--- config.mk ---
export PLATFORM = sky130hd
export DESIGN_NAME = fetch_unit_flat
export DESIGN_NICKNAME = d
export VERILOG_FILES = /design/src/rtl/fetch_pkg.sv /design/src/rtl/fetch_unit_if.sv /design/src/rtl/fetch_fifo.sv /design/src/rtl/fetch_unit.sv /design/src/flat_wrapper.sv
export SDC_FILE = /design/constraint.sdc
export NUM_CORES = 1
export LEC_CHECK = 0
export CAP_MARGIN = 30
export CORE_MARGIN = 4
export CORE_UTILIZATION = 35
export CTS_CLUSTER_SIZE = 30
export DETAILED_ROUTE_END_ITERATION = 16
export GPL_TIMING_DRIVEN = 0
export PLACE_DENSITY = 0.53
export SLEW_MARGIN = 40
export SYNTH_ARGS = -nofsm -noshare
export SYNTH_HDL_FRONTEND = slang
export SYNTH_SLANG_ARGS = --single-unit
--- constraint.sdc ---
create_clock -name clk -period 6.4 [get_ports clk]
set_input_delay 0.96 -clock clk [delete_from_list [all_inputs] [get_ports clk]]
set_output_delay 0.96 -clock clk [all_outputs]
set_load 0.03 [all_outputs]
--- src/rtl/fetch_pkg.sv ---
// Shared types and constants for the instruction-fetch stage.
package fetch_pkg;

    localparam int XLEN = 32;
    localparam logic [XLEN-1:0] NOP_INSTR = 32'h0000_0013;

    typedef struct packed {
        logic [XLEN-1:0] pc;
        logic [XLEN-1:0] instr;
    } fetch_entry_t;

    // Counters must hold the value DEPTH itself, not just DEPTH-1.
    function automatic int cntWidth(input int depth);
        return $clog2(depth + 1);
    endfunction

endpackage

--- src/rtl/fetch_unit_if.sv ---
// Instruction-memory request/response bus between the fetch stage and imem.
interface fetch_unit_if
    import fetch_pkg::*;
#(
    parameter int WIDTH = XLEN
);

    logic             imem_req_valid;
    logic [WIDTH-1:0] imem_req_addr;
    logic             imem_req_ready;
    logic             imem_rsp_valid;
    logic [WIDTH-1:0] imem_rsp_data;

    modport master (
        output imem_req_valid,
        output imem_req_addr,
        input  imem_req_ready,
        input  imem_rsp_valid,
        input  imem_rsp_data
    );

    modport slave (
        input  imem_req_valid,
        input  imem_req_addr,
        output imem_req_ready,
        output imem_rsp_valid,
        output imem_rsp_data
    );

endinterface

--- src/rtl/fetch_fifo.sv ---
// Small synchronous FIFO with clear; head is visible combinationally.
module fetch_fifo
    import fetch_pkg::*;
#(
    parameter int  DEPTH = 2,
    parameter type T     = fetch_entry_t
) (
    input  logic                       clk,
    input  logic                       rst_n,
    input  logic                       i_push,
    input  T                           i_data,
    input  logic                       i_pop,
    input  logic                       i_clear,
    output T                           o_head,
    output logic [cntWidth(DEPTH)-1:0] o_count
);

    localparam int CW = cntWidth(DEPTH);
    localparam int PW = (DEPTH > 1) ? $clog2(DEPTH) : 1;

    T              r_mem [DEPTH];
    logic [PW-1:0] r_rdPtr;
    logic [PW-1:0] r_wrPtr;
    logic [CW-1:0] r_count;
    logic          w_doPush;
    logic          w_doPop;

    function automatic logic [PW-1:0] nextPtr(input logic [PW-1:0] p);
        return (p == PW'(DEPTH - 1)) ? '0 : p + 1'b1;
    endfunction

    // A push into a full FIFO is only accepted when the head leaves in the same cycle.
    assign w_doPop  = i_pop && !i_clear && (r_count != '0);
    assign w_doPush = i_push && !i_clear && ((r_count != CW'(DEPTH)) || w_doPop);

    always_ff @(posedge clk or negedge rst_n) begin
        if (!rst_n) begin
            r_rdPtr <= '0;
            r_wrPtr <= '0;
            r_count <= '0;
        end else if (i_clear) begin
            r_rdPtr <= '0;
            r_wrPtr <= '0;
            r_count <= '0;
        end else begin
            if (w_doPush) r_wrPtr <= nextPtr(r_wrPtr);
            if (w_doPop)  r_rdPtr <= nextPtr(r_rdPtr);
            case ({w_doPush, w_doPop})
                2'b10:   r_count <= r_count + 1'b1;
                2'b01:   r_count <= r_count - 1'b1;
                default: r_count <= r_count;
            endcase
        end
    end

    always_ff @(posedge clk) begin
        if (w_doPush) r_mem[r_wrPtr] <= i_data;
    end

    assign o_head  = r_mem[r_rdPtr];
    assign o_count = r_count;

endmodule

--- src/rtl/fetch_unit.sv ---
// Fetch stage: in-order imem requests, prefetch buffer, stale-response dropping on redirect.
module fetch_unit
    import fetch_pkg::*;
#(
    parameter int               WIDTH    = 32,
    parameter int               DEPTH    = 2,
    parameter logic [WIDTH-1:0] RESET_PC = '0
) (
    input  logic              clk,
    input  logic              rst_n,
    input  logic              stall,
    input  logic              flush,
    input  logic [WIDTH-1:0]  PCTargetE,
    fetch_unit_if.master      imem,
    output logic [WIDTH-1:0]  PCF,
    output logic [WIDTH-1:0]  instrF,
    output logic [WIDTH-1:0]  PCPlus4F,
    output logic              validF
);

    localparam int CW = cntWidth(DEPTH);
    localparam int SW = CW + 2;

    logic [WIDTH-1:0] r_fpc;
    logic [CW-1:0]    r_outst;
    logic [CW-1:0]    r_drop;

    logic [CW-1:0]    w_count;
    logic [CW-1:0]    w_pcqCount;
    logic [CW-1:0]    w_inFlight;
    logic [SW-1:0]    w_inUse;
    logic [WIDTH-1:0] w_pcqHead;
    fetch_entry_t     w_head;
    fetch_entry_t     w_pushEntry;
    logic             w_empty;
    logic             w_reqValid;
    logic             w_reqFire;
    logic             w_rspLive;
    logic             w_rspStale;
    logic             w_pop;

    // Every in-flight request, live or stale, reserves a FIFO slot so a response is never refused.
    assign w_inUse    = SW'(r_outst) + SW'(r_drop) + SW'(w_count);
    assign w_inFlight = r_outst + r_drop;
    assign w_reqValid = !flush && (w_inUse < SW'(DEPTH));
    assign w_reqFire  = w_reqValid && imem.imem_req_ready;
    assign w_rspStale = imem.imem_rsp_valid && !flush && (r_drop != '0);
    assign w_rspLive  = imem.imem_rsp_valid && !flush && (r_drop == '0) && (w_pcqCount != '0);
    assign w_empty    = (w_count == '0);
    assign w_pop      = !w_empty && !stall && !flush;

    assign imem.imem_req_valid = w_reqValid;
    assign imem.imem_req_addr  = r_fpc;
    assign w_pushEntry         = '{pc: w_pcqHead, instr: imem.imem_rsp_data};

    // Redirect converts everything in flight into drops; a response landing this cycle is one of them.
    always_ff @(posedge clk or negedge rst_n) begin
        if (!rst_n) begin
            r_fpc   <= RESET_PC;
            r_outst <= '0;
            r_drop  <= '0;
        end else if (flush) begin
            r_fpc   <= PCTargetE;
            r_outst <= '0;
            r_drop  <= (imem.imem_rsp_valid && (w_inFlight != '0)) ? w_inFlight - 1'b1 : w_inFlight;
        end else begin
            if (w_reqFire) r_fpc <= r_fpc + WIDTH'(4);
            if (w_rspStale) r_drop <= r_drop - 1'b1;
            case ({w_reqFire, w_rspLive})
                2'b10:   r_outst <= r_outst + 1'b1;
                2'b01:   r_outst <= r_outst - 1'b1;
                default: r_outst <= r_outst;
            endcase
        end
    end

    fetch_fifo #(
        .DEPTH (DEPTH),
        .T     (fetch_entry_t)
    ) u_prefetch (
        .clk     (clk),
        .rst_n   (rst_n),
        .i_push  (w_rspLive),
        .i_data  (w_pushEntry),
        .i_pop   (w_pop),
        .i_clear (flush),
        .o_head  (w_head),
        .o_count (w_count)
    );

    fetch_fifo #(
        .DEPTH (DEPTH),
        .T     (logic [WIDTH-1:0])
    ) u_pcQueue (
        .clk     (clk),
        .rst_n   (rst_n),
        .i_push  (w_reqFire),
        .i_data  (r_fpc),
        .i_pop   (w_rspLive),
        .i_clear (flush),
        .o_head  (w_pcqHead),
        .o_count (w_pcqCount)
    );

    assign validF   = !w_empty;
    assign PCF      = w_empty ? '0 : w_head.pc;
    assign instrF   = w_empty ? NOP_INSTR : w_head.instr;
    assign PCPlus4F = w_empty ? '0 : w_head.pc + WIDTH'(4);

endmodule

--- src/flat_wrapper.sv ---
// flat-port wrapper written by rule: the top's interface ports become plain ports
module fetch_unit_flat import fetch_pkg::*;
#(
    parameter int               WIDTH    = 32,
    parameter int               DEPTH    = 2,
    parameter logic [WIDTH-1:0] RESET_PC = '0
)
  (clk, rst_n, stall, flush, PCTargetE, PCF, instrF, PCPlus4F, validF, imem_imem_req_valid, imem_imem_req_addr, imem_imem_req_ready, imem_imem_rsp_valid, imem_imem_rsp_data);
  fetch_unit_if #(.WIDTH(WIDTH)) imem_i ();
  input  logic clk;
  input  logic rst_n;
  input  logic stall;
  input  logic flush;
  input  logic [WIDTH-1:0] PCTargetE;
  output logic [WIDTH-1:0] PCF;
  output logic [WIDTH-1:0] instrF;
  output logic [WIDTH-1:0] PCPlus4F;
  output logic validF;
  output wire logic [$bits(imem_i.imem_req_valid)-1:0] imem_imem_req_valid;
  output wire logic [$bits(imem_i.imem_req_addr)-1:0] imem_imem_req_addr;
  input wire logic [$bits(imem_i.imem_req_ready)-1:0] imem_imem_req_ready;
  input wire logic [$bits(imem_i.imem_rsp_valid)-1:0] imem_imem_rsp_valid;
  input wire logic [$bits(imem_i.imem_rsp_data)-1:0] imem_imem_rsp_data;
  assign imem_imem_req_valid = imem_i.imem_req_valid;
  assign imem_imem_req_addr = imem_i.imem_req_addr;
  assign imem_i.imem_req_ready = imem_imem_req_ready;
  assign imem_i.imem_rsp_valid = imem_imem_rsp_valid;
  assign imem_i.imem_rsp_data = imem_imem_rsp_data;
  fetch_unit #(.WIDTH(WIDTH), .DEPTH(DEPTH), .RESET_PC(RESET_PC)) u_core (.clk(clk), .rst_n(rst_n), .stall(stall), .flush(flush), .PCTargetE(PCTargetE), .imem(imem_i), .PCF(PCF), .instrF(instrF), .PCPlus4F(PCPlus4F), .validF(validF));
endmodule
# Yosys cells after proc, flatten, opt, wreduce, memory -nomap -nowiden
# Memories as Yosys holds them, arrays and structs flattened.
# Index checks and enable logic that the tools add are counted.
dict set report op_classes {
  add_sub_neg 17
  n_lt_le_gt_ge 1
  n_eq_ne 8
  mux 30
  reduce_logical 36
}
# operator count
set ops {}
lappend ops {{two-way mux 32 bit} 5}
lappend ops {{adder 32 x 3 -> 32 bit (second input constant)} 2}
lappend ops {{nonzero test 2 bit} 10}
lappend ops {{logical AND 1 bit} 16}
lappend ops {{two-way mux 1 bit} 16}
lappend ops {{two-way mux 2 bit} 6}
lappend ops {{case mux 2 bit (2 select lines)} 3}
lappend ops {{subtractor 2 x 1 -> 2 bit (second input constant)} 5}
lappend ops {{nonzero test 3 bit} 3}
lappend ops {{adder 2 x 1 -> 2 bit (second input constant)} 3}
lappend ops {{== test 2 x 1 -> 1 bit (second input constant)} 3}
lappend ops {{== test 2 bit (second input constant)} 3}
lappend ops {{adder 1 bit (second input constant)} 4}
lappend ops {{adder 4 x 2 -> 4 bit} 1}
lappend ops {{zero test 2 bit} 2}
lappend ops {{< comparator 4 x 2 -> 1 bit (second input constant)} 1}
lappend ops {{inequality test 2 bit (second input constant)} 2}
lappend ops {{adder 2 x 2 -> 3 bit} 1}
lappend ops {{zero test 1 bit} 3}
lappend ops {{adder 2 bit} 1}
lappend ops {{logical OR 1 bit} 2}
dict set report totals {
  regBits 44
  ramBits 192
  in_bits 70
  out_inout_bits 130
  wordCells 103
  memories 2
}
# name words word_bits rd rd_clocked_by_memory_dff wr line_no
set mem_list {}
lappend mem_list {u_core.u_prefetch.r_mem 2 64 1 0 1 fetch_fifo.sv:21} ;# T r_mem [DEPTH];
lappend mem_list {u_core.u_pcQueue.r_mem 2 32 1 0 1 fetch_fifo.sv:21}

# Longest topological paths before layout
# Gate-level depths: netlist (run 1).
dict set report depth {
  ltp_word 11
  mapped_depth 12
  ltp_nobuf 10
}

# Cells and area by module
# A second synthesis (run 1) with hierarchy kept.
dict set report unflattened {
  hier_cells 798
  area_unflattened_um2 10766.6
}
# module instances cells_per_inst area_each_um2
set by_module_without_submodules {}
lappend by_module_without_submodules {{fetch_fifo at u_core.u_prefetch} 1 223 4834.6}
lappend by_module_without_submodules {fetch_unit 1 451 3395.8}
lappend by_module_without_submodules {{fetch_fifo at u_core.u_pcQueue} 1 124 2536.2}

# Least setup slack after synthesis (run 1)
# OpenSTA, ideal clock, no wires.
dict set report synth_timing {
  path_kind {in2reg}
  startpoint {input port flush}
  endpoint {memory u_core.u_prefetch.r_mem[0][0] (netlist bit), enable pin}
  t_arrival_ns 4.857
  required_time_ns 5.906
  slack_ns 1.049
  path_stages 5
  cell_sequence {nand3b_1 or2_2 clkbuf_1 a31oi_1 nor2b_1}
}
dict set report synth_between {
  elab_chain_len 8
  word_cells_on_any_way 12
  classes_between {2 x mux; 10 x reduce/logical}
}
# item line_no
set synth_lines {}
lappend synth_lines {{start, declared} flat_wrapper.sv:13} ;# input logic flush;
lappend synth_lines {{zero test 1 bit *} n/a}
lappend synth_lines {{logical AND 1 bit, on equally long branches} {fetch_unit.sv:48, fetch_unit.sv:50}}
lappend synth_lines {{logical AND 1 bit, on equally long branches (2 in series)} {fetch_unit.sv:48, fetch_fifo.sv:33}}
lappend synth_lines {{logical AND 1 bit or logical OR 1 bit (tied branches)} fetch_fifo.sv:34} ;# assign w_doPush = i_push && !i_clear && ((r_count != CW'(DEPTH)) || w_doPop);
lappend synth_lines {{logical AND 1 bit *} fetch_fifo.sv:34}
lappend synth_lines {{two-way mux 1 bit *} fetch_fifo.sv:57} ;# if (w_doPush) r_mem[r_wrPtr] <= i_data;
lappend synth_lines {{two-way mux 1 bit (not written as such) *} fetch_fifo.sv:57}
lappend synth_lines {{end, declared} fetch_fifo.sv:21}
# Mark *: on every way between the ends. The rest lies on a longest branch, timed or not.

# Worst setup path after layout (run 1)
dict set report layout_timing {
  startpoint {register u_core.u_prefetch.r_rdPtr}
  endpoint {output port PCPlus4F[30]}
}
dict set report layout_between {
  elab_chain_len 3
}
# item line_no
set layout_lines {}
lappend layout_lines {{start, declared} fetch_fifo.sv:22} ;# logic [PW-1:0] r_rdPtr;
lappend layout_lines {{start signal, assigned} fetch_fifo.sv:47} ;# if (w_doPop) r_rdPtr <= nextPtr(r_rdPtr);
lappend layout_lines {{memory read (2 x 64 bit)} n/a}
lappend layout_lines {{adder 32 x 3 -> 32 bit} fetch_unit.sv:108} ;# assign PCPlus4F = w_empty ? '0 : w_head.pc + WIDTH'(4);
lappend layout_lines {{two-way mux 32 bit} fetch_unit.sv:108}
lappend layout_lines {{end, declared} flat_wrapper.sv:17} ;# output logic [WIDTH-1:0] PCPlus4F;
# Every way passes these cells.

==> impl_metrics.csv, run 1 <==
group,metric,value,unit
run_status,status,"finished clean",
worst_setup_path,critPathMaxStageDelay,730,ps
worst_setup_path,crit_buf_inv,7,
logic_synthesis,yosys-top-cells-area,"edfxtp_1, dfrtp_1, mux2i_1",
routing,drt_iter0_drc,315,
global_route,grt-ovfl-total,0,
placed_design,dp_worst_setup_slack,1580,ps
worst_setup_path,crit_family,"buffers and inverters",
timing,grt_setup_unrepaired,"false",
worst_setup_path,criticalPathCategory,"flip-flop to output pin",
worst_setup_path,worstPathCellList,"buf_6 -> buf_8 -> buf_6 -> buf_2 -> mux2_2 -> ha_1 -> inv_1 -> a211oi_4 -> nand4_2 -> buf_6 -> o31a_1 -> nor3_1 -> clkdlybuf4s50_1",
timing,finalHoldViolCount,0,
worst_setup_path,critPathMostFrequentCell,"buf_6",
floorplanning,die_x,183,um
layout,n_antenna_cell,0,
flow_run,drv_cap,0,
clock_tree,cts_setup_buffers,0,
layout,final_area,0.0143,mm2
worst_setup_path,slowest_stage,"clkdlybuf4s50_1",
logic_synthesis,syn-cell-area,0.0108,mm2
logic_synthesis,synth_seq_area_share,0.638,
logic_synthesis,ys_types,62,
logic_synthesis,ys_ff_latch,236,
logic_synthesis,synth_nets,898,
logic_synthesis,synthArstFlopShare,0.186,
worst_setup_path,reg2reg_slack,2310,ps
floorplanning,start_util,0.359,
floorplanning,dieHeight,183,um
placed_design,dp_hpwl,21400,um
timing,max_freq,189,MHz
worst_setup_path,cp.required,5440,ps
logic_synthesis,synthCells,820,
global_route,grt_usage,0.168,
clock_tree,clkSinkCount,236,
layout,drive_gt1_frac,0.117,
power_and_ir_drop,p_per_area,298,mW/mm2
layout,syn_to_final_growth,33.2,%
worst_setup_path,r2r-end,"u_core.u_pcQueue.r_mem[0][8]",
logic_synthesis,synth_edf_count,192,
power_and_ir_drop,power.leakage,0.00474,uW
worst_setup_path,crit_fanout,10,
routing,totalWireLength,28900,um
timing,skew,10.7,ps
logic_synthesis,yosysTopAreaCellShare,0.536,
logic_synthesis,synthFlopType,"edfxtp_1",
worst_setup_path,worstRegToRegCells,13,
routing,viasPerCell,5.04,
worst_setup_path,crit_path_start,"u_core.u_prefetch.r_rdPtr",
global_route,grt_max_degree,36,
logic_synthesis,yosys.area.top_type,"edfxtp_1",
floorplanning,fp-row-count,63,
placed_design,dpl_cell_area,0.0134,mm2
global_route,grt_first_pass_wirelength,44700,um
floorplanning,io_pins,200,
global_route,antenna_found_initial,0,
worst_setup_path,end_kind,"output pin",
clock_tree,ctsHoldBuffers,0,
clock_tree,h-tree-depth,1,
layout,n_fill_cell,2727,
logic_synthesis,synth_commonest_cells,"edfxtp_1, nor2_1, mux2i_1",
floorplanning,core_area,0.0300,mm2
clock_tree,cts.clk_slew.worst_paths,60,ps
clock_tree,cts_tree,"done",
timing,tightest_slew,724,ps
clock_tree,cts_made_buffers,27,
logic_synthesis,syn_avg_cell_area,13.1,um2
clock_tree,cts_buffer_depth,3,
layout,final_nets,1141,
global_route,first_global_vias,7493,
routing,drtAntennaViolNets,0,
timing,slew_viol_final,0,
timing,finalSetupTns,0,ps
timing,relSlewSlack,0.518,
worst_setup_path,start_kind,"flip-flop",
routing,drc,0,
logic_synthesis,synth.most_common_cell,"edfxtp_1",
power_and_ir_drop,vdd_ir_drop_max,0.196,mV
worst_setup_path,r2r_start,"u_core.r_outst[0]",
timing,fin_crit,5290,ps
worst_hold_path,hp-class,"input pin to asynchronous set/reset pin",
placed_design,place_congestion,0.824,
worst_setup_path,cp.arrival,4330,ps
floorplanning,dieArea,0.0336,mm2
routing,drt-wirelength-per-cell,19.6,um
timing,setup_viol_count_final,0,
clock_tree,cts-resized-gates,0,
clock_tree,clk_latency,520,ps
clock_tree,clk_root_buffer_cell,"clkbuf_16",
logic_synthesis,yosys_warnings,0,
routing,dr.pass1.iters,5,
placed_design,port_buffers,198,
timing,setup_ws,1110,ps
routing,vias,7418,
timing,fin_crit_sh,0.826,
==> state kept, by name, indices dropped and copies added (netlist names) <==
signal and count:
u_core.u_pcQueue.r_wrPtr 1, u_core.u_pcQueue.o_count 2, u_core.u_pcQueue.r_mem 64, u_core.u_prefetch.r_mem 128
u_core.u_prefetch.o_count 2, u_core.r_outst 2, u_core.u_prefetch.r_rdPtr 1, u_core.u_pcQueue.r_rdPtr 1
u_core.u_prefetch.r_wrPtr 1, u_core.imem.imem_req_addr 32, u_core.r_drop 2
==> metrics by stage <==
stage	instances	utilization	total power, uW	hold slack [ps]
after floorplan	820	-	2430	519
after global placement	1408	0.442	2740	491
after detailed placement	1424	0.449	2770	494
after CTS	1473	0.478	4320	308
after global routing	1473	0.478	4480	320
final	1473	0.478	4270	324
==> cell families (layout without fill, tap and decap cells) <==
logic type / count (synthesis) / in the layout / share of synthesized area
and+or+nand+nor: 281 / 281 / 0.133
xor gates and xnor gates: 45 / 45 / 0.0366
AOI/OAI and AO/OA: 88 / 88 / 0.0561
adders and majority gates: 8 / 8 / 0.0107
muxes: 102 / 102 / 0.0995
DFF: 236 / 236 / 0.638
buffers and inverters: 60 / 323 / 0.0258
==> metal layers <==
metal	part of all wire	track usage
met1	0.47	0.245
met2	0.45	0.269
met3	0.060	0.0296
met4	0.015	0.0319
met5	0	0
==> power breakdown <==
group          internal, uW  leakage, uW  switching [uW]  total (uW)
clock                   945     0.000442             588        1530
combinational           340      0.00201             470         811
sequential             1830      0.00228            94.4        1930
total                  3120      0.00474            1150        4270
==> worst max-delay path by stage <==
| stage | endpoint | cells after the start |
|---|---|---|
| after global placement | u_core.u_prefetch.r_mem[0][27] | 6 |
| after global routing | PCPlus4F[30] | 13 |
| final | PCPlus4F[30] | 13 |
| after detailed placement | PCPlus4F[30] | 13 |
| after floorplan | u_core.u_prefetch.r_mem[0][0] | 5 |
| after CTS | PCPlus4F[30] | 13 |
==> layout make-up <==
type                            count  area [um2]  area share
Clock buffer                       34         712      0.0497
Timing Repair Buffer              214        2170       0.152
Multi-Input combinational cell    524        3640       0.254
Sequential cell                   236        6870       0.479
Clock inverter                     15         176      0.0123
Inverter                           14        52.6     0.00367
Tap cell                          390         488      0.0340
Buffer                             46         225      0.0157
==> cells in the final DEF, fill, tap and decap left out, types with 8 or more instances in the layout <==
cell type,count
a21oi_1,11
and3_1,11
buf_2,12
buf_4,10
clkbuf_1,33
clkbuf_16,27
clkdlybuf4s50_1,197
clkinv_2,8
dfrtp_1,44
edfxtp_1,192
inv_1,13
mux2_2,39
mux2i_1,62
nand2_1,60
nand3_1,25
nand3b_1,8
nand4_1,13
nor2_1,86
nor3_1,18
nor4_1,14
o21ai_0,37
xnor2_1,34
xor2_1,11
Power figures use the tool's default switching activity.
==> inputs of run 2 (changes only) <==
clock period = 4.95 ns   (was 6.4 ns; I/O delays follow)
==> impl_metrics.csv, run 2 (same netlist as run 1, synthesis figures left out) <==
group,metric,value,unit
layout,final_area,0.0143,mm2
floorplanning,core_area,0.0300,mm2
run_status,status,"finished clean",
routing,dr.pass1.iters,4,
routing,viasPerCell,5.01,
floorplanning,start_util,0.359,
timing,tightest_slew,788,ps
global_route,grt_first_pass_wirelength,44100,um
worst_setup_path,cp.required,4210,ps
routing,drc,0,
worst_hold_path,hp-class,"input pin to asynchronous set/reset pin",
power_and_ir_drop,p_per_area,376,mW/mm2
worst_setup_path,start_kind,"flip-flop",
power_and_ir_drop,power,5360,uW
placed_design,dp_hpwl,21300,um
layout,regMostFlops,"u_core.u_prefetch.r_mem",
flow_run,drv_cap,0,
routing,drtAntennaViolNets,0,
floorplanning,fp-row-count,63,
clock_tree,cts.clk_slew.worst_paths,60,ps
layout,final_core_util,0.476,
layout,n_antenna_cell,0,
global_route,first_global_vias,7435,
floorplanning,dieArea,0.0336,mm2
timing,grt_setup_unrepaired,"false",
layout,layout_common_cells,"clkdlybuf4s50_1, edfxtp_1, nor2_1",
timing,skew,14.1,ps
global_route,antenna_found_initial,0,
routing,drt_iter0_drc,402,
worst_setup_path,criticalPathCategory,"flip-flop to output pin",
clock_tree,h-tree-depth,1,
worst_setup_path,crit_fanout,10,
timing,setup_ws,250,ps
power_and_ir_drop,vdd_ir_drop_max,0.289,mV
worst_setup_path,cp.arrival,3960,ps
global_route,grt_max_degree,34,
clock_tree,clk_latency,520,ps
layout,syn_to_final_growth,32.4,%
timing,setup_viol_count_final,0,
routing,vias,7366,
layout,final_nets,1140,
power_and_ir_drop,power.leakage,0.00470,uW
routing,totalWireLength,28600,um
clock_tree,clkSinkCount,236,
clock_tree,cts_tree,"done",
worst_setup_path,end_kind,"output pin",
clock_tree,ctsHoldBuffers,0,
placed_design,port_buffers,198,
placed_design,dpl_cell_area,0.0134,mm2
layout,largest_reg_flops,128,
floorplanning,die_x,183,um
timing,max_freq,213,MHz
timing,fin_crit,4700,ps
timing,fin_crit_sh,0.949,
placed_design,dp_worst_setup_slack,352,ps
clock_tree,clk_root_buffer_cell,"clkbuf_16",
timing,finalHoldViolCount,0,
floorplanning,dieHeight,183,um
global_route,grt-ovfl-total,0,
clock_tree,cts_made_buffers,27,
floorplanning,io_pins,200,
clock_tree,cts_buffer_depth,3,
timing,slew_viol_final,0,
timing,relSlewSlack,0.472,
placed_design,place_congestion,0.824,
global_route,grt_usage,0.166,
timing,finalSetupTns,0,ps
layout,drive_gt1_frac,0.112,
routing,drt-wirelength-per-cell,19.4,um
layout,layout_commonest_cell,"clkdlybuf4s50_1",
run 2: worst paths after layout:
path | start | end | slack [ps] | depth (start not counted)
worst max-delay path | u_core.u_prefetch.r_rdPtr | PCPlus4F[28] | 250 | 13
max in group asynchronous | rst_n | u_core.imem.imem_req_addr[4] | 4400 | 2
worst min-delay path | rst_n | u_core.u_pcQueue.o_count[1] | 100 | 1
min in group clk | u_core.imem.imem_req_addr[1] | u_core.u_pcQueue.r_mem[1][1] | 510 | 0
worst max register to register | u_core.r_outst[0] | u_core.u_pcQueue.r_mem[0][10] | 480 | 13
worst min register to register | u_core.imem.imem_req_addr[1] | u_core.u_pcQueue.r_mem[1][1] | 510 | 0
run 2: worst max-delay path, cell delays in order (launching register included):
cell	delay [ps]
dfrtp_1	340
buf_6	150
buf_8	160
buf_6	170
buf_2	280
mux2_2	250
ha_1	210
inv_1	100
a211oi_4	210
nand4_2	160
buf_6	180
o31a_1	270
nor3_1	180
clkdlybuf4s50_1	750
run 2: layout make-up:
type / instances / area, um2
fill: 2711 / 15700
multi-input combinational: 524 / 3650
timing repair buffer: 213 / 2170
inverter: 14 / 52.6
buffer: 46 / 225
clock inverter: 10 / 73.8
tap: 390 / 488
sequential: 236 / 6870
clock buffer: 38 / 737
run 2: repair_timing:
item                                    CTS  global route
gates resized for setup                   1             0
setup buffers                             1             0
endpoints found under the setup margin    3             0
run 2: power by group:
part	internal (uW)	switching (uW)	leakage, uW
Combinational	436	608	0.00202
Clock	1080	746	0.000396
Sequential	2370	121	0.00228
Total	3890	1480	0.00470
run 2: routing by layer:
layer / global-route usage / share of wire
met3: 0.0353 / 0.070
met4: 0.0286 / 0.013
met2: 0.264 / 0.45
met1: 0.240 / 0.47
met5: 0 / 0
run 2: metrics by stage:
step           hold WS, ps  std cells
3_5_place_dp           507       1422
2_1_floorplan          447        820
6_report              97.4       1471
4_1_cts               83.2       1471
3_3_place_gp           493       1408
5_1_grt               98.3       1471
